**config.mk**
```make
export PLATFORM = sky130hd
export DESIGN_NAME = subpel_row_collector
export DESIGN_NICKNAME = d
export VERILOG_FILES = /design/src/rtl/subpel_pkg.sv /design/src/rtl/subpel_row_bank.sv /design/src/rtl/subpel_row_collector.sv
export SDC_FILE = /design/constraint.sdc
export NUM_CORES = 2
export LEC_CHECK = 0
export CAP_MARGIN = 20
export CORE_AREA = 2 2 466 468
export CTS_BUF_LIST = sky130_fd_sc_hd__clkbuf_4
export CTS_CLUSTER_DIAMETER = 40
export CTS_CLUSTER_SIZE = 16
export DETAILED_ROUTE_END_ITERATION = 16
export DIE_AREA = 0 0 468 470
export PLACE_DENSITY_LB_ADDON = 0.3
export SYNTH_ARGS = -nofsm -noshare
export SYNTH_HDL_FRONTEND = slang
export SYNTH_SLANG_ARGS = --single-unit
```
**constraint.sdc**
```tcl
create_clock -name clk -period 15.9 [get_ports clk]
set_input_delay 3.18 -clock clk [delete_from_list [all_inputs] [get_ports clk]]
set_output_delay 3.18 -clock clk [all_outputs]
set_load 0.01 [all_outputs]
```
**src/rtl/subpel_pkg.sv**
```systemverilog
// Shared constants and types for the subpixel row collector.
package subpel_pkg;

  localparam int PIXEL_W   = 8;
  localparam int NUM_PIXEL = 8;
  localparam int ROW_W     = PIXEL_W * NUM_PIXEL;

  // Which horizontal FIR output a stored row came from
  typedef enum logic [1:0] {
    POS_A = 2'd0,
    POS_B = 2'd1,
    POS_C = 2'd2
  } pos_t;

  // Read-side FSM state
  typedef enum logic {
    ST_IDLE   = 1'b0,
    ST_STREAM = 1'b1
  } rd_state_t;

endpackage

```
**src/rtl/subpel_row_bank.sv**
```systemverilog
// One ping-pong bank: A/B/C row storage for a full block.
// All three positions are written together at one row index;
// a combinational mux reads back a single (pos, row) entry.
module subpel_row_bank
  import subpel_pkg::*;
#(
  parameter int NUM_ROWS = 8,
  parameter int DATA_W   = ROW_W
) (
  input  logic                        clk,
  input  logic                        we,
  input  logic [$clog2(NUM_ROWS)-1:0] wrow,
  input  logic [DATA_W-1:0]           wa,
  input  logic [DATA_W-1:0]           wb,
  input  logic [DATA_W-1:0]           wc,
  input  pos_t                        rpos,
  input  logic [$clog2(NUM_ROWS)-1:0] rrow,
  output logic [DATA_W-1:0]           rdata
);

  logic [DATA_W-1:0] mem_a [NUM_ROWS];
  logic [DATA_W-1:0] mem_b [NUM_ROWS];
  logic [DATA_W-1:0] mem_c [NUM_ROWS];

  // Store one row of each FIR position; contents need no reset
  always_ff @(posedge clk) begin
    if (we) begin
      mem_a[wrow] <= wa;
      mem_b[wrow] <= wb;
      mem_c[wrow] <= wc;
    end
  end

  // Select the addressed row for the read side
  always_comb begin
    rdata = '0;
    case (rpos)
      POS_A:   rdata = mem_a[rrow];
      POS_B:   rdata = mem_b[rrow];
      POS_C:   rdata = mem_c[rrow];
      default: rdata = '0;
    endcase
  end

endmodule

```
**src/rtl/subpel_row_collector.sv**
```systemverilog
// Collects A/B/C FIR rows into 8-row blocks across two ping-pong banks
// and streams each finished block out one row per beat.
// Optional macro SUBPEL_COLLECT_OVF_EN adds a sticky overflow flag that
// records any row offered while the write bank is full.
//
// Handshakes: a transfer happens on a rising edge where valid && ready are
// both high. in_ready depends only on registered state; out_valid and the
// out_* payload stay unchanged while out_valid && !out_ready.
module subpel_row_collector #(
  parameter int NUM_PIXEL = 8,
  parameter int PIXEL_W   = 8,
  parameter int NUM_ROWS  = 8
) (
  input  logic                           clk,
  input  logic                           rst,
  input  logic                           in_valid,
  input  logic [NUM_PIXEL*PIXEL_W-1:0]   in_a,
  input  logic [NUM_PIXEL*PIXEL_W-1:0]   in_b,
  input  logic [NUM_PIXEL*PIXEL_W-1:0]   in_c,
  output logic                           in_ready,
  output logic                           out_valid,
  input  logic                           out_ready,
  output logic [NUM_PIXEL*PIXEL_W-1:0]   out_data,
  output logic [1:0]                     out_pos,
  output logic [$clog2(NUM_ROWS)-1:0]    out_row,
  output logic                           out_last,
  output logic                           dbg_state
`ifdef SUBPEL_COLLECT_OVF_EN
  ,
  output logic                           overflow
`endif
);

  import subpel_pkg::*;

  localparam int DW = NUM_PIXEL * PIXEL_W;
  localparam int RB = $clog2(NUM_ROWS);
  localparam logic [RB-1:0] ROW_MAX = RB'(NUM_ROWS - 1);

  // Write side
  logic          wbank;
  logic [RB-1:0] wrow;
  logic          wr_acc;
  logic          wr_last;

  // Bank status
  logic [1:0] full_q;
  logic [1:0] set_vec;
  logic [1:0] clr_vec;
  logic [1:0] full_eff;

  // Read side
  rd_state_t     state_q;
  rd_state_t     state_d;
  logic          rbank;
  pos_t          rpos;
  logic [RB-1:0] rrow;
  logic [DW-1:0] out_data_q;
  logic          hs;
  logic          rd_last_hs;

  // Next presented beat
  logic          nxt_bank;
  pos_t          nxt_pos;
  logic [RB-1:0] nxt_row;
  logic          nxt_load;

  logic [DW-1:0] rdata0;
  logic [DW-1:0] rdata1;
  logic [DW-1:0] rd_sel;

  assign in_ready = !full_q[wbank];
  assign wr_acc   = in_valid && in_ready;
  assign wr_last  = wr_acc && (wrow == ROW_MAX);

  assign hs         = out_valid && out_ready;
  assign rd_last_hs = hs && out_last;

  assign set_vec  = wr_last ? (wbank ? 2'b10 : 2'b01) : 2'b00;
  assign clr_vec  = rd_last_hs ? (rbank ? 2'b10 : 2'b01) : 2'b00;
  // A bank completing this cycle counts as full so streaming starts with latency 1
  assign full_eff = full_q | set_vec;

  subpel_row_bank #(.NUM_ROWS(NUM_ROWS), .DATA_W(DW)) u_bank0 (
    .clk   (clk),
    .we    (wr_acc && !wbank),
    .wrow  (wrow),
    .wa    (in_a),
    .wb    (in_b),
    .wc    (in_c),
    .rpos  (nxt_pos),
    .rrow  (nxt_row),
    .rdata (rdata0)
  );

  subpel_row_bank #(.NUM_ROWS(NUM_ROWS), .DATA_W(DW)) u_bank1 (
    .clk   (clk),
    .we    (wr_acc && wbank),
    .wrow  (wrow),
    .wa    (in_a),
    .wb    (in_b),
    .wc    (in_c),
    .rpos  (nxt_pos),
    .rrow  (nxt_row),
    .rdata (rdata1)
  );

  assign rd_sel = nxt_bank ? rdata1 : rdata0;

  // Write pointer: advance row on accept, flip bank when a block completes
  always_ff @(posedge clk or posedge rst) begin
    if (rst) begin
      wbank <= 1'b0;
      wrow  <= '0;
    end else if (wr_acc) begin
      if (wr_last) begin
        wbank <= ~wbank;
        wrow  <= '0;
      end else begin
        wrow <= wrow + 1'b1;
      end
    end
  end

  // Full flags: set by the writer, cleared by the reader's last beat
  always_ff @(posedge clk or posedge rst) begin
    if (rst) full_q <= 2'b00;
    else     full_q <= (full_q & ~clr_vec) | set_vec;
  end

  // Read FSM state register
  always_ff @(posedge clk or posedge rst) begin
    if (rst) state_q <= ST_IDLE;
    else     state_q <= state_d;
  end

  // Read FSM next state
  always_comb begin
    state_d = state_q;
    case (state_q)
      ST_IDLE:   if (full_eff[rbank]) state_d = ST_STREAM;
      ST_STREAM: if (rd_last_hs)      state_d = full_eff[~rbank] ? ST_STREAM : ST_IDLE;
      default:   state_d = ST_IDLE;
    endcase
  end

  // Read FSM outputs, decoded from registered state and pointers
  always_comb begin
    out_valid = (state_q == ST_STREAM);
    out_pos   = rpos;
    out_row   = rrow;
    out_last  = out_valid && (rpos == POS_C) && (rrow == ROW_MAX);
    dbg_state = state_q;
  end

  assign out_data = out_data_q;

  // Choose the beat to present next: A rows, then B rows, then C rows
  always_comb begin
    nxt_bank = rbank;
    nxt_pos  = rpos;
    nxt_row  = rrow;
    nxt_load = 1'b0;
    case (state_q)
      ST_IDLE: begin
        if (full_eff[rbank]) begin
          nxt_pos  = POS_A;
          nxt_row  = '0;
          nxt_load = 1'b1;
        end
      end
      ST_STREAM: begin
        if (rd_last_hs) begin
          nxt_bank = ~rbank;
          nxt_pos  = POS_A;
          nxt_row  = '0;
          nxt_load = full_eff[~rbank];
        end else if (hs) begin
          nxt_load = 1'b1;
          if (rrow == ROW_MAX) begin
            nxt_pos = pos_t'(rpos + 2'd1);
            nxt_row = '0;
          end else begin
            nxt_row = rrow + 1'b1;
          end
        end
      end
      default: ;
    endcase
  end

  // Read pointers and the registered output row
  always_ff @(posedge clk or posedge rst) begin
    if (rst) begin
      rbank      <= 1'b0;
      rpos       <= POS_A;
      rrow       <= '0;
      out_data_q <= '0;
    end else begin
      rbank <= nxt_bank;
      rpos  <= nxt_pos;
      rrow  <= nxt_row;
      if (nxt_load) out_data_q <= rd_sel;
    end
  end

`ifdef SUBPEL_COLLECT_OVF_EN
  // Sticky record of a row offered while the write bank was full
  always_ff @(posedge clk or posedge rst) begin
    if (rst)                        overflow <= 1'b0;
    else if (in_valid && !in_ready) overflow <= 1'b1;
  end
`endif

endmodule
```
# Word level (Yosys, flattened, before mapping)
# Memory sizes are Yosys's and may differ from the RTL's.
# Index checks and enable logic that the tools add are counted.
word_totals:
  reg_bits: 77
  ramBits: 3072
  out_inout_bits: 73
  word_cells: 81
  mem_count: 6
op_classes:
  addsub: 3
  magnitude_cmp: 3
  eq_ne: 5
  mux: 37
  bitwise: 7
  reduce_logical: 12
mem_list:
  columns: ["memory", "words", "width", "rd", "rd_clocked_by_memory_dff", "wr", "line", "rtl"]
  rows:
  - ["u_bank0.mem_a", 8, 64, 1, 0, 1, "subpel_row_bank.sv:21", "logic [DATA_W-1:0] mem_a [NUM_ROWS];"]
  - ["u_bank0.mem_b", 8, 64, 1, 0, 1, "subpel_row_bank.sv:22", "logic [DATA_W-1:0] mem_b [NUM_ROWS];"]
  - ["u_bank0.mem_c", 8, 64, 1, 0, 1, "subpel_row_bank.sv:23", "logic [DATA_W-1:0] mem_c [NUM_ROWS];"]
  - ["u_bank1.mem_a", 8, 64, 1, 0, 1, "subpel_row_bank.sv:21", null]
  - ["u_bank1.mem_b", 8, 64, 1, 0, 1, "subpel_row_bank.sv:22", null]
  - ["u_bank1.mem_c", 8, 64, 1, 0, 1, "subpel_row_bank.sv:23", null]
ops:
  columns: ["cell", "count"]
  rows:
  - ["case mux 64 bit (3 select lines)", 2]
  - ["two-way mux 64 bit", 1]
  - ["two-way mux 1 bit", 17]
  - ["two-way mux 2 bit", 8]
  - ["two-way mux 3 bit", 5]
  - ["logical AND 1 bit", 8]
  - ["adder 3 x 1 -> 3 bit (second input constant)", 2]
  - ["equality test 3 bit (second input constant)", 2]
  - ["< comparator 1 x 2 -> 1 bit (second input constant)", 3]
  - ["case mux 3 bit (2 select lines)", 1]
  - ["equality test 2 bit (second input constant)", 2]
  - ["OR 2 bit", 2]
  - ["case mux 1 bit (2 select lines)", 2]
  - ["case mux 2 bit (2 select lines)", 1]
  - ["inverter 1 bit", 3]
  - ["adder 2 x 1 -> 2 bit (second input constant)", 1]
  - ["AND 2 bit", 1]
  - ["equality test 2 x 1 -> 1 bit (second input constant)", 1]
  - ["zero test 1 bit", 2]
  - ["zero test 2 bit", 1]
  - ["inverter 2 bit", 1]
  - ["AND reduction 2 bit", 1]

# Longest topological paths before layout
logic_depth:
  word_depth: 14
  mapped_depth: 16

# By module
# A second synthesis with hierarchy kept.
hier_totals:
  hier_cells: 6387
  hier_area_um2: 122344.8
modules_own_cells:
  columns: ["mod", "instances", "cells_per_inst", "area_each_um2"]
  rows:
  - ["subpel_row_bank", 2, 3011, 59109.2]
  - ["subpel_row_collector", 1, 365, 4126.5]

# Least setup slack after synthesis
# OpenSTA, ideal clock, no wires.
synth_timing:
  path_kind: "in2reg"
  start: "input in_valid"
  end: "memory u_bank1.mem_a[0][0] (netlist name), enable pin"
  setup_ns: 0.979
  arrival_ns: 16.693
  slack_ns: -1.772
  cell_stages: 4
  path_cell_list: "buf_2 -> nand2_1 -> or3_1 -> nor3_1"
synth_between:
  elab_chain_len: 4
synth_rtl:
  columns: ["element", "line", "rtl"]
  rows:
  - ["start: declaration", "subpel_row_collector.sv:16", "input logic in_valid,"]
  - ["logical AND 1 bit", "subpel_row_collector.sv:73", "assign wr_acc = in_valid && in_ready;"]
  - ["logical AND 1 bit", "subpel_row_collector.sv:98", ".we (wr_acc && wbank),"]
  - ["two-way mux 1 bit", "subpel_row_bank.sv:27", "if (we) begin"]
  - ["two-way mux 1 bit (not written as such)", "subpel_row_bank.sv:28", "mem_a[wrow] <= wa;"]
  - ["end: declaration", "subpel_row_bank.sv:21", null]
# No other way between the ends.

# Worst setup path in the final report
layout_timing:
  start: "input out_ready"
  end: "register out_data_q[51], in the netlist out_data[51]"
layout_between:
  elab_chain_len: 7
  word_cells_on_any_way: 25
layout_rtl:
  columns: ["element", "line", "rtl"]
  rows:
  - ["start: declaration", "subpel_row_collector.sv:22", "input logic out_ready,"]
  - ["logical AND 1 bit *", "subpel_row_collector.sv:76", "assign hs = out_valid && out_ready;"]
  - ["two-way mux 3 bit (tied with other cells)", "subpel_row_collector.sv:178", "end else if (hs) begin"]
  - ["two-way mux 3 bit / two-way mux 2 bit (equally long branches)", "subpel_row_collector.sv:173", "if (rd_last_hs) begin"]
  - ["case mux 3 bit (2 select lines) / case mux 2 bit (2 select lines) (equally long branches)", "subpel_row_collector.sv:164", "case (state_q)"]
  - ["memory (8 x 64 bit) (tied with other cells)", null, null]
  - ["case mux 64 bit (3 select lines)", "subpel_row_bank.sv:37", "case (rpos)"]
  - ["two-way mux 64 bit", "subpel_row_collector.sv:108", "assign rd_sel = nxt_bank ? rdata1 : rdata0;"]
  - ["end signal: assignment", "subpel_row_collector.sv:203", "if (nxt_load) out_data_q <= rd_sel;"]
  - ["end: declaration", "subpel_row_collector.sv:58", "logic [DW-1:0] out_data_q;"]
# Every way passes the cells marked *; elsewhere a longest branch is shown, timed or not.
# A chain may end at the register's enable or synchronous reset.

==> reports/metrics.csv <==
stage,metric,value,unit
worst_setup_path,cell mode on critical path,buf_4,
detailed_routing,TritonRoute pass-1 iters,7,
synth,number of synthesized flops with an enable pin,3072,
layout,# nets final,8998,
synth,Most used DFF post-synth,edfxtp_1,
synth,sequential fraction of the synthesis area,0.758,
sta,max-slew violation count,0,
worst_setup_path,WP buf/inv,6,
sta,Final Cycle Share,0.511,
worst_setup_path,critical path data arrival time,9.50,ns
floorplanning,I/O Pins,269,
pwr,leak pwr,0.0449,µW
worst_setup_path,Critical Path RT,17.27,ns
detailed_routing,Post-DRT Antenna Nets,0,
synth,count of cell types in the netlist,67,
floorplanning,area of the core,216000,µm²
detailed_routing,Iter 0 DRT Violations,12357,
floorplanning,Die Area,220000,µm²
layout,Fillers,15431,
placement,Post-Place Cells,11253,
clocking,Worst-Skew Late Latency,1.51,ns
grt,vias in the first global route,77648,
synth,Synth top area share,0.743,
worst_setup_path,CP max stage cell,buf_4,
clocking,CTS Hold Buffers Added,0,
layout,Seq. cell area,94200,µm²
grt,Overflow after GRT,0,
clocking,Post-CTS Repair Setup Buffers,0,
pwr,Pwr Density,174,nW/µm²
grt,initial antenna violation count,75,
synth,Synth area leader,edfxtp_1,
clocking,clock root buffer,clkbuf_4,
worst_setup_path,crit path from,out_ready,
floorplanning,# rows,171,
sta,Final TNS setup,0,ns
layout,fin cells,12010,
synth,"Avg Cell Area, Syn",14.3,µm²
worst_setup_path,CP startpoint kind,input port,
worst_setup_path,"CP delay by family, top",buffers and inverters,
sta,Clock Skew,0.0991,ns
clocking,# H-tree levels,5,
sta,"Hold Vio Cnt, Final",0,
run,max cap viols,0,
worst_hold_path,Worst Hold Class,reg2reg,
detailed_routing,DRC Markers,0,
grt,largest net degree at the start of global routing,197,
detailed_routing,Vias,81505,
floorplanning,Initial Utilization,0.576,
outcome,status,completed,
pwr,Peak VDD IR,0.237,mV
sta,Rel. slew slack,0.116,
grt,gr usage total,0.319,
sta,worst-margin pin slew,1.33,ns
sta,Finish-stage setup viols,0,
floorplanning,die width,468,µm
synth,Syn Nets,8874,
clocking,TritonCTS clock tree,built,
worst_hold_path,min-delay src,wrow[2]$_DFFE_PP0N_,
placement,IO Port Bufs,268,
clocking,post_cts resized,0,
placement,post-DP HPWL,170000,µm
worst_setup_path,kind of critical path,in2reg,
synth,synth top area cells,"edfxtp_1, nand2_1, a311oi_1",
clocking,TritonCTS Buffers,392,
worst_setup_path,CP Cell Sequence,clkdlybuf4s50_1 -> nor2b_1 -> a31o_2 -> a21oi_4 -> buf_4 -> inv_8 -> buf_4 -> nand2_4 -> buf_4 -> buf_4 -> a311oi_1 -> a2111oi_1 -> o211ai_1 -> o2bb2ai_1,
synth,Cells after Synth,8671,
layout,synth-to-layout area growth,9.10,%
placement,GP Congestion,0.802,
detailed_routing,via-per-instance ratio,6.79,
detailed_routing,wire per inst,29.6,µm
sta,RSZ-0062 raised after global routing,no,
worst_setup_path,reg2reg start,wrow[0]$_DFFE_PP0N_,
worst_setup_path,R2R Setup Slk,8.93,ns
synth,Syn Std Cell Area,124000,µm²
detailed_routing,final wirelength,356000,µm
sta,fmax,123,MHz
synth,Yosys warning count,0,
floorplanning,Die Span Y,470,µm
worst_setup_path,CP peak stage delay,0.79,ns
synth,#FFs+latches synth,3149,
synth,asr flop ratio synth,0.0245,
clocking,clock sinks,3149,
sta,min Tclk post-route,8.12,ns
grt,first-pass GRT wire length,518000,µm
layout,layout cells sized above 1,0.0970,
clocking,clk buf depth,4,
layout,multi-input logic area,27200,µm²
clocking,clk slew on worst S/H paths,0.14,ns
worst_setup_path,CP endpoint kind,flip-flop,
worst_setup_path,crit-path max FO,95,
-- worst reg2reg max path: stages (launching register included) --
cell	delay (ns)
dfrtp_1	0.72
ha_1	0.25
ha_1	0.30
and2_1	0.29
a2111oi_4	0.12
a21oi_4	0.64
buf_4	0.68
inv_8	0.44
buf_4	0.46
nand2_4	0.56
buf_4	0.74
buf_4	0.86
a311oi_1	0.15
a2111oi_1	0.39
o211ai_1	0.17
o2bb2ai_1	0.15
-- per-layer routing --
layer	share of wire	wire, µm	track usage
met5	0.0012	437	0
met4	0.032	11300	0.112
met3	0.13	45600	0.0794
met2	0.46	164000	0.486
met1	0.38	134000	0.453
-- through the flow --
| step | total power [µW] | hold slack (ns) | area, µm² | util | worst slack (ns) |
|---|---|---|---|---|---|
| final | 23500 | 0.583 | 136000 | 0.628 | 7.78 |
| after CTS | 23400 | 0.585 | 135000 | 0.628 | 8.07 |
| after global placement | 18100 | 0.546 | 129000 | 0.598 | 6.47 |
| after floorplan | 15200 | 0.522 | 124000 | - | 3.41 |
| after detailed placement | 18200 | 0.563 | 129000 | 0.598 | 6.44 |
| after global routing | 24500 | 0.631 | 135000 | 0.628 | 7.76 |
-- report_power, final --
part | internal [µW] | switching [µW]
sequential | 9190 | 136
combinational | 2480 | 6470
clock | 2110 | 3170
-- cell usage in the layout (no fill, tap or decap), drive strengths merged, types with 26 or more instances in the layout --
cell type and count:
a211oi 517, a21oi 79, a311oi 608, a31oi 160
and3 564, buf 144, bufinv 37, clkbuf 418
clkdlybuf4s50 268, clkinv 102, clkinvlp 39, dfrtp 77
diode 40, edfxtp 3072, inv 133, nand2 2040
nand3 446, nor2 26, nor2b 64, nor3 27
nor4 39, o211a 32, o21ai 63
-- cell type report --
| class | count | area share |
|---|---|---|
| flip-flops and latches | 3149 | 0.695 |
| diodes | 40 | 0.000739 |
| clock buffers | 418 | 0.0232 |
| well taps | 2854 | 0.0264 |
| clock inverters | 297 | 0.0238 |
| repair buffers | 412 | 0.0298 |
| multi-input cells | 4826 | 0.201 |
| inverters | 14 | 0.000609 |
-- cell families (layout without fill, tap and decap cells) --
| group | count (synthesis) | count (layout) | share of synthesized area |
|---|---|---|---|
| buf+inv | 696 | 1141 | 0.0252 |
| compound gates | 1552 | 1552 | 0.0967 |
| simple gates | 3249 | 3249 | 0.118 |
| other cells | 0 | 40 | 0 |
| fa+ha+maj | 7 | 7 | 0.000705 |
| xor+xnor | 2 | 2 | 0.000141 |
| mux | 16 | 16 | 0.00144 |
| flops | 3149 | 3149 | 0.758 |
-- final timing paths --
path                                            end  depth (start not counted)
hold reg to reg                 wrow[2]$_DFFE_PP0N_                          2
min in group asynchronous  out_data[27]$_DFFE_PP0P_                          2
max in group asynchronous  out_data[19]$_DFFE_PP0P_                          3
setup / recovery           out_data[51]$_DFFE_PP0P_                         14
hold / removal                  wrow[2]$_DFFE_PP0N_                          2
setup reg to reg           out_data[51]$_DFFE_PP0P_                         15
-- Yosys cell counts (5+ instances only) --
cell type  count
o21ai_0       53
nand2b_1       6
o22ai_1       14
a221oi_1       7
nor4_1        39
dfrtp_1       77
nor2b_1       64
buf_1         32
o211ai_1      17
a21oi_1       78
ha_1           7
or4_1         22
buf_6         11
nand4_1        5
buf_2        208
clkbuf_1     384
mux2i_1       13
a311oi_1     608
a211oi_1     517
nand2_1     2040
and3_1       564
nor3_1        27
nand3_1      446
edfxtp_1    3072
o211a_1       32
buf_4         46
inv_1         11
o21a_1        16
nor2_1        24
a31oi_1      160
o21ai_1       10
-- registers in the layout, summed over array words and instances, names as in the netlist, 3 cells and up --
| register | count |
|---|---|
| wrow | 3 |
| out_row | 3 |
| out_data | 64 |
| u_bank0.mem_c | 512 |
| u_bank1.mem_b | 512 |
| u_bank0.mem_a | 512 |
| u_bank1.mem_a | 512 |
| u_bank1.mem_c | 512 |
| u_bank0.mem_b | 512 |
(Power assumes the default switching activity.)
